<file path="config.mk">
export PLATFORM = sky130hd
export DESIGN_NAME = npu_top
export DESIGN_NICKNAME = d
export VERILOG_FILES = /design/src/rtl/npu_pkg.sv /design/src/rtl/npu_fifo.sv /design/src/rtl/npu_top.sv
export SDC_FILE = /design/constraint.sdc
export NUM_CORES = 1
export LEC_CHECK = 0
export BUFFER_PORTS_ARGS = -buffer_cell sky130_fd_sc_hd__buf_2
export CAP_MARGIN = 20
export CORE_MARGIN = 2
export CORE_UTILIZATION = 55
export CTS_CLUSTER_SIZE = 30
export DETAILED_ROUTE_END_ITERATION = 10
export HOLD_SLACK_MARGIN = 0.12
export PLACE_DENSITY_LB_ADDON = 0.25
export SETUP_SLACK_MARGIN = 0.4
export SLEW_MARGIN = 30
export SYNTH_ARGS = -nofsm -noshare
export SYNTH_HDL_FRONTEND = slang
export SYNTH_SLANG_ARGS = --single-unit
</file>
<file path="constraint.sdc">
create_clock -name CLKEXT -period 6.2 [get_ports CLKEXT]
set_clock_uncertainty 0.05 [all_clocks]
set_input_delay 0.93 -clock CLKEXT [delete_from_list [all_inputs] [get_ports CLKEXT]]
set_output_delay 0.93 -clock CLKEXT [all_outputs]
set_load 0.005 [all_outputs]
</file>
<file path="src/rtl/npu_pkg.sv">
// Shared constants for the NPU: widths, FSM state codes and register bit fields.
package npu_pkg;

    localparam int unsigned DATA_W  = 8;
    localparam int unsigned WGT_W   = 3;
    localparam int unsigned STATE_W = 4;
    localparam int unsigned N_OPS   = 4;

    typedef enum logic [STATE_W-1:0] {
        ST_IDLE  = 4'd0,
        ST_MAC   = 4'd1,
        ST_BIAS  = 4'd2,
        ST_ACT   = 4'd3,
        ST_WRITE = 4'd4,
        ST_DONE  = 4'd5
    } npu_state_e;

    // SSFR mode register fields
    localparam int unsigned SSFR_RELU      = 0;
    localparam int unsigned SSFR_SIGNED    = 1;
    localparam int unsigned SSFR_SHIFT_LSB = 2;
    localparam int unsigned SSFR_SHIFT_W   = 3;

    // CON_SIG control register fields
    localparam int unsigned CON_WEN   = 15;
    localparam int unsigned CON_POP   = 14;
    localparam int unsigned CON_CLR   = 13;
    localparam int unsigned CON_WGT_W = N_OPS * WGT_W;

endpackage

</file>
<file path="src/rtl/npu_fifo.sv">
// Result FIFO: synchronous, first-word-fall-through, head reads 0 when empty.
module npu_fifo
    import npu_pkg::*;
#(
    parameter int unsigned DEPTH = 8
) (
    input  logic              clk_i,
    input  logic              rst_i,
    input  logic              push_i,
    input  logic              pop_i,
    input  logic              clr_i,
    input  logic [DATA_W-1:0] din_i,
    output logic [DATA_W-1:0] dout_o,
    output logic              full_o,
    output logic              empty_o
);

    localparam int unsigned AW = (DEPTH > 1) ? $clog2(DEPTH) : 1;

    logic [DATA_W-1:0] mem_q [DEPTH];
    logic [AW-1:0]     rd_q, rd_d, wr_q, wr_d;
    logic [AW:0]       cnt_q, cnt_d;
    logic              push_ok, pop_ok;

    assign full_o  = (cnt_q == (AW+1)'(DEPTH));
    assign empty_o = (cnt_q == '0);
    assign dout_o  = empty_o ? '0 : mem_q[rd_q];

    // A push into a full FIFO is accepted only when a pop frees the head slot in the same cycle
    assign pop_ok  = pop_i && !empty_o;
    assign push_ok = push_i && (!full_o || pop_ok);

    // Pointer and occupancy next-state; clear wins over push and pop
    always_comb begin
        rd_d  = rd_q;
        wr_d  = wr_q;
        cnt_d = cnt_q;
        if (clr_i) begin
            rd_d  = '0;
            wr_d  = '0;
            cnt_d = '0;
        end else begin
            if (pop_ok)  rd_d = rd_q + AW'(1);
            if (push_ok) wr_d = wr_q + AW'(1);
            case ({push_ok, pop_ok})
                2'b10:   cnt_d = cnt_q + (AW+1)'(1);
                2'b01:   cnt_d = cnt_q - (AW+1)'(1);
                default: cnt_d = cnt_q;
            endcase
        end
    end

    // Pointer and occupancy registers
    always_ff @(posedge clk_i) begin
        if (rst_i) begin
            rd_q  <= '0;
            wr_q  <= '0;
            cnt_q <= '0;
        end else begin
            rd_q  <= rd_d;
            wr_q  <= wr_d;
            cnt_q <= cnt_d;
        end
    end

    // Storage write; contents need no reset because the head is gated by empty
    always_ff @(posedge clk_i) begin
        if (push_ok && !clr_i && !rst_i) mem_q[wr_q] <= din_i;
    end

endmodule

</file>
<file path="src/rtl/npu_top.sv">
// NPU top: latches operands on START, runs a 4-term MAC plus bias, then shift,
// ReLU and saturation, and pushes the 8-bit result into the result FIFO.
module npu_top
    import npu_pkg::*;
#(
    parameter int unsigned FIFO_DEPTH = 8,
    parameter int unsigned ACC_W      = 16
) (
    input  logic               CLKEXT,
    input  logic               RST_GLO,
    input  logic               START,
    input  logic [15:0]        SSFR,
    input  logic [15:0]        CON_SIG,
    input  logic [DATA_W-1:0]  DA,
    input  logic [DATA_W-1:0]  DB,
    input  logic [DATA_W-1:0]  DC,
    input  logic [DATA_W-1:0]  DD,
    input  logic [DATA_W-1:0]  BIAS_IN,
    output logic [DATA_W-1:0]  D_OUT,
    output logic               FIFO_FULL,
    output logic               FIFO_EMPTY,
    output logic               BUSY,
    output logic               DONE,
    output logic [STATE_W-1:0] STATE_DEBUG
);

    localparam logic signed [ACC_W-1:0] SAT_ZERO = '0;
    localparam logic signed [ACC_W-1:0] SAT_SMAX = ACC_W'(127);
    localparam logic signed [ACC_W-1:0] SAT_SMIN = ACC_W'(-128);
    localparam logic signed [ACC_W-1:0] SAT_UMAX = ACC_W'(255);

    npu_state_e                     state_q, state_d;
    logic [N_OPS-1:0][DATA_W-1:0]   opnd_q, opnd_d;
    logic [N_OPS-1:0][WGT_W-1:0]    wgt_q, wgt_d;
    logic [DATA_W-1:0]              bias_q, bias_d;
    logic                           relu_q, relu_d;
    logic                           sgn_q, sgn_d;
    logic                           wen_q, wen_d;
    logic [SSFR_SHIFT_W-1:0]        shift_q, shift_d;
    logic signed [ACC_W-1:0]        acc_q, acc_d;
    logic [1:0]                     cnt_q, cnt_d;
    logic [DATA_W-1:0]              res_q, res_d;

    logic signed [ACC_W-1:0]        x_ext, w_ext, mac_prod, shr, clip;
    logic [DATA_W-1:0]              sat_res;
    logic                           unused_bits;

    assign unused_bits = ^{SSFR[15:SSFR_SHIFT_LSB+SSFR_SHIFT_W], CON_SIG[12]};

    function automatic logic signed [ACC_W-1:0] ext_opnd(input logic [DATA_W-1:0] v,
                                                         input logic sgn);
        return {{(ACC_W-DATA_W){v[DATA_W-1] & sgn}}, v};
    endfunction

    // Current MAC term: selected operand times its weight (fixed +1 when weights are disabled)
    always_comb begin
        x_ext    = ext_opnd(opnd_q[cnt_q], sgn_q);
        w_ext    = wen_q ? {{(ACC_W-WGT_W){wgt_q[cnt_q][WGT_W-1]}}, wgt_q[cnt_q]}
                         : ACC_W'(1);
        mac_prod = x_ext * w_ext;
    end

    // Activation: arithmetic shift, optional ReLU, then clamp to the 8-bit output range
    always_comb begin
        shr  = acc_q >>> shift_q;
        clip = shr;
        if (relu_q && clip < SAT_ZERO) clip = SAT_ZERO;
        if (sgn_q) begin
            if (clip > SAT_SMAX)      clip = SAT_SMAX;
            else if (clip < SAT_SMIN) clip = SAT_SMIN;
        end else begin
            if (clip > SAT_UMAX)      clip = SAT_UMAX;
            else if (clip < SAT_ZERO) clip = SAT_ZERO;
        end
        sat_res = clip[DATA_W-1:0];
    end

    // FSM next-state and datapath updates
    always_comb begin
        state_d = state_q;
        opnd_d  = opnd_q;
        wgt_d   = wgt_q;
        bias_d  = bias_q;
        relu_d  = relu_q;
        sgn_d   = sgn_q;
        wen_d   = wen_q;
        shift_d = shift_q;
        acc_d   = acc_q;
        cnt_d   = cnt_q;
        res_d   = res_q;
        case (state_q)
            ST_IDLE: begin
                if (START) begin
                    opnd_d  = {DD, DC, DB, DA};
                    wgt_d   = CON_SIG[CON_WGT_W-1:0];
                    bias_d  = BIAS_IN;
                    relu_d  = SSFR[SSFR_RELU];
                    sgn_d   = SSFR[SSFR_SIGNED];
                    shift_d = SSFR[SSFR_SHIFT_LSB +: SSFR_SHIFT_W];
                    wen_d   = CON_SIG[CON_WEN];
                    acc_d   = '0;
                    cnt_d   = '0;
                    state_d = ST_MAC;
                end
            end
            ST_MAC: begin
                acc_d = acc_q + mac_prod;
                cnt_d = cnt_q + 2'd1;
                if (cnt_q == 2'd3) state_d = ST_BIAS;
            end
            ST_BIAS: begin
                acc_d   = acc_q + ext_opnd(bias_q, sgn_q);
                state_d = ST_ACT;
            end
            ST_ACT: begin
                res_d   = sat_res;
                state_d = ST_WRITE;
            end
            ST_WRITE: state_d = ST_DONE;
            ST_DONE:  state_d = ST_IDLE;
            default:  state_d = ST_IDLE;
        endcase
    end

    // State and datapath registers
    always_ff @(posedge CLKEXT) begin
        if (RST_GLO) begin
            state_q <= ST_IDLE;
            opnd_q  <= '0;
            wgt_q   <= '0;
            bias_q  <= '0;
            relu_q  <= 1'b0;
            sgn_q   <= 1'b0;
            wen_q   <= 1'b0;
            shift_q <= '0;
            acc_q   <= '0;
            cnt_q   <= '0;
            res_q   <= '0;
        end else begin
            state_q <= state_d;
            opnd_q  <= opnd_d;
            wgt_q   <= wgt_d;
            bias_q  <= bias_d;
            relu_q  <= relu_d;
            sgn_q   <= sgn_d;
            wen_q   <= wen_d;
            shift_q <= shift_d;
            acc_q   <= acc_d;
            cnt_q   <= cnt_d;
            res_q   <= res_d;
        end
    end

    assign BUSY        = (state_q == ST_MAC) || (state_q == ST_BIAS) ||
                         (state_q == ST_ACT) || (state_q == ST_WRITE);
    assign DONE        = (state_q == ST_DONE);
    assign STATE_DEBUG = state_q;

    npu_fifo #(
        .DEPTH (FIFO_DEPTH)
    ) u_fifo (
        .clk_i   (CLKEXT),
        .rst_i   (RST_GLO),
        .push_i  (state_q == ST_WRITE),
        .pop_i   (CON_SIG[CON_POP]),
        .clr_i   (CON_SIG[CON_CLR]),
        .din_i   (res_q),
        .dout_o  (D_OUT),
        .full_o  (FIFO_FULL),
        .empty_o (FIFO_EMPTY)
    );

endmodule

</file>
==> impl_metrics.json <==
{
  "outcome": "completed",
  "timing_max_transition_violations_final": 0,
  "fin_crit_sh_pct": 96.0,
  "detailroute.wirelength.met3_um": 743,
  "portBuffers": 77,
  "antenna_cells_inserted": 0,
  "swShare_pct": 25.7,
  "power_frac_comb_pct": 11.5,
  "worst_setup_path_start_kind": "register",
  "netlist_area_mm2": 0.0102,
  "cell_type_with_the_largest_total_area_after_synthesis": "dfxtp_1",
  "worstHoldStart": "wgt_q[6]$_SDFFE_PP0P_",
  "synthesis.nets": 1210,
  "ys_top_cells_by_count": "nand2_1 (154), inv_1 (102), dfxtp_1 (100)",
  "whs_path_depth": 2,
  "m1WireLength_mm": 9.58,
  "grt_antenna_before_repair": 0,
  "synth_top_area_share_pct": 19.6,
  "ys_warn_count": 0,
  "async_set_or_reset_flop_fraction_in_the_synthesized_netlist_pct": 0,
  "dp_cells": 1298,
  "detail_route.wl_per_cell_um": 16.3,
  "die_area_mm2": 0.0197,
  "clock_tree.root_cell": "clkbuf_16",
  "clock_tree.buffer_depth": 2,
  "power_per_cell_area_mw_per_mm2": 207,
  "grt_setup_unrepaired": "true",
  "rr_worst_depth": 22,
  "fin_cells": 1350,
  "met2_wirelength_from_detailed_routing_mm": 11.2,
  "regToRegEndpoint": "acc_q[15]$_SDFFE_PP0P_",
  "synth.distinct_cells": 62,
  "hold_path.class": "register to register",
  "reg2reg_setup_slack_ps": 250,
  "sequentialPowerShare_pct": 47.7,
  "initial_utilization_pct": 56.4,
  "cts_num_sinks": 164,
  "setup_viol_count_final": 0,
  "chipHeight_um": 140,
  "period_minus_slack_ps": 5950,
  "wire_length_of_the_first_global_routing_pass_mm": 35.3,
  "yosys_register_bits": 164,
  "setup_crit_end_kind": "register",
  "globalRouteTotalUtil_pct": 22.5,
  "top_level_ports": 91,
  "syn-instance-count": 1022,
  "rr_startpoint": "cnt_q[0]$_SDFFE_PP0P_",
  "route.final.wire_length_mm": 22.0,
  "count_of_flip_flops_with_a_built_in_enable_after_synthesis": 64,
  "leakagePower_nw": 4.90,
  "synth-main-ff-cell": "dfxtp_1",
  "drive_gt1_share_pct": 22.7,
  "timing.slew.headroom_pct": 32.2,
  "grt_max_degree": 85,
  "antenna_left": 0,
  "critical_path.max_stage_delay_ps": 580,
  "timing.setup.critical_path_class": "register to register",
  "num-nets-final": 1296,
  "synth.top_cells.by_area": "dfxtp_1 (20%), edfxtp_1 (19%), fa_1 (9.4%)",
  "std_cell_rows": 49,
  "dr_total_vias": 7580,
  "hold_viol": 0,
  "wp_data_required_ps": 6500,
  "numCtsBuffers": 17,
  "initialDrtViolationCount": 442,
  "clk_pin_slew_ps": 70,
  "core_area_mm2": 0.0181,
  "timing.critical_path.slowest_stage_cell": "mux4_2",
  "finalHoldWorstSlack_ps": 401,
  "post_drt_via_cell_ratio": 5.61,
  "global_route.overflow_total": 0,
  "fin_setup_tns_ps": 0,
  "max_freq_ghz": 0.168,
  "irDropWorstVdd_mv": 0.232,
  "place_congestion": 0.903,
  "hold_end": "wgt_q[6]$_SDFFE_PP0P_",
  "timing.critical_path.fanout_max": 6,
  "synth.yosys.seq_area_share_pct": 38.5,
  "synthMostInstantiatedCell": "nand2_1",
  "switchingPower_w": 0.000630,
  "drt_pre_antenna_iters": 5,
  "crit_arrival_ps": 6250,
  "post_synth.cell_area_avg_um2": 9.98,
  "cts_tree": "built",
  "top_layer_used": "met4",
  "dp_hpwl_mm": 15.7,
  "clkPwrFrac_pct": 40.8,
  "flow.area_growth_from_synthesis_pct": 16.3,
  "cts_htree_levels": 4,
  "first_global_vias": 7203,
  "max_cap_viol_count": 0,
  "n_fill_cell": 1383,
  "worst_slew_pin_slew_ps": 1020,
  "critical_path.cell_chain": "mux4_2 > and2_4 > nand2_4 > inv_2 > fa_2 > fa_1 > inv_1 > fa_1 > inv_1 > fa_1 > inv_1 > fa_1 > inv_1 > ha_2 > or3_4 > o211ai_1 > buf_4 > a31oi_4 > nand4_1 > o41ai_2 > or4b_1 > o211ai_1",
  "cts-hold-fix-buffers": 0,
  "clock_latency_ps": 440,
  "detail_route.drc_violations": 0,
  "cellInternalPower_w": 0.00182,
  "die_x_um": 140
}
-- critical path: cells and delay by family, from the launching register on --
family          cells  cell delay, ps
fa+ha+maj           6            2650
simple gates        5            1280
buf+inv             6             410
compound gates      4             480
mux                 1             580
flops               1             420
-- state kept, by name, indices dropped and copies added (netlist names), 2 cells and up, named ones only --
| register | cells |
|---|---|
| bias_q | 8 |
| u_fifo.cnt_q | 4 |
| u_fifo.wr_q | 3 |
| u_fifo.rd_q | 3 |
| u_fifo.mem_q | 64 |
| acc_q | 16 |
| cnt_q | 2 |
| res_q | 8 |
| opnd_q | 32 |
| wgt_q | 12 |
| shift_q | 3 |
| STATE_DEBUG | 3 |
-- metal layers --
metal | global-route usage [%] | vias up
li1 | - | 3721
met1 | 29.1 | 3658
met2 | 38.6 | 171
met3 | 3.52 | 30
met4 | 8.24 | 0
met5 | 0 | -
-- per-stage QoR --
| stage | power (W) | worst slack [ps] | util, % | instance area [um^2] |
|---|---|---|---|---|
| 6_report | 0.00245 | 249 | 65.6 | 11900 |
| 5_1_grt | 0.00255 | 72.7 | 65.6 | 11900 |
| 4_1_cts | 0.00245 | 219 | 63.8 | 11500 |
| 3_5_place_dp | 0.00145 | 96.7 | 60.2 | 10900 |
| 3_3_place_gp | 0.00145 | 149 | 60.2 | 10900 |
| 2_1_floorplan | 0.00137 | 415 | - | 10300 |
-- power groups by stage --
stage	clock (W)	sequential, W	combinational, W
5_1_grt	0.00106	0.00117	0.000318
6_report	0.00100	0.00117	0.000283
3_5_place_dp	0	0.00119	0.000260
2_1_floorplan	0	0.00118	0.000196
3_3_place_gp	0	0.00119	0.000256
4_1_cts	0.00102	0.00117	0.000266
-- cell usage in the layout (no fill, tap or decap), types with 13 or more instances in the layout --
cell         n
a21oi_1     90
buf_2       77
buf_4       36
clkbuf_16   17
dfxtp_1     98
edfxtp_1    64
fa_1        44
ha_1        54
inv_1       88
inv_2       13
mux2i_1     26
mux4_2      32
nand2_1    151
nor2_1      56
o21ai_0     21
xnor2_1     20
-- kinds of logic after synthesis --
logic type      count (synthesis)  share of synthesized area, %
compound gates                196                          12.0
other cells                     1                        0.0368
simple gates                  301                          13.3
flops                         164                          38.5
mux                            61                          10.1
buf+inv                       152                          5.78
fa+ha+maj                     113                          17.4
xor+xnor                       34                          2.92
-- timing repair --
action                                  CTS  global route
buffers inserted                          8            12
resized for setup                        12            52
endpoints found under the setup margin    6             7
pin swaps                                21            59
-- worst max path at each step --
stage | to | slack, ps | depth (start not counted) | from
floorplan | acc_q[15]$_SDFFE_PP0P_ | 410 | 22 | cnt_q[0]$_SDFFE_PP0P_
CTS | acc_q[15]$_SDFFE_PP0P_ | 220 | 21 | cnt_q[0]$_SDFFE_PP0P_
detailed placement | acc_q[15]$_SDFFE_PP0P_ | 100 | 21 | cnt_q[0]$_SDFFE_PP0P_
global placement | acc_q[15]$_SDFFE_PP0P_ | 150 | 21 | cnt_q[0]$_SDFFE_PP0P_
global route | acc_q[15]$_SDFFE_PP0P_ | 70 | 23 | cnt_q[0]$_SDFFE_PP0P_
finish | acc_q[15]$_SDFFE_PP0P_ | 250 | 22 | cnt_q[0]$_SDFFE_PP0P_
-- cell type report --
class / instances / area [um^2] / share of cell area (%)
Multi-Input combinational cell: 706 / 6010 / 50.6
Sequential cell: 164 / 3930 / 33.1
Timing Repair Buffer: 116 / 698 / 5.88
Clock buffer: 17 / 425 / 3.58
Inverter: 103 / 389 / 3.28
Tap cell: 229 / 287 / 2.41
Clock inverter: 15 / 130 / 1.10
(Power assumes the default switching activity.)
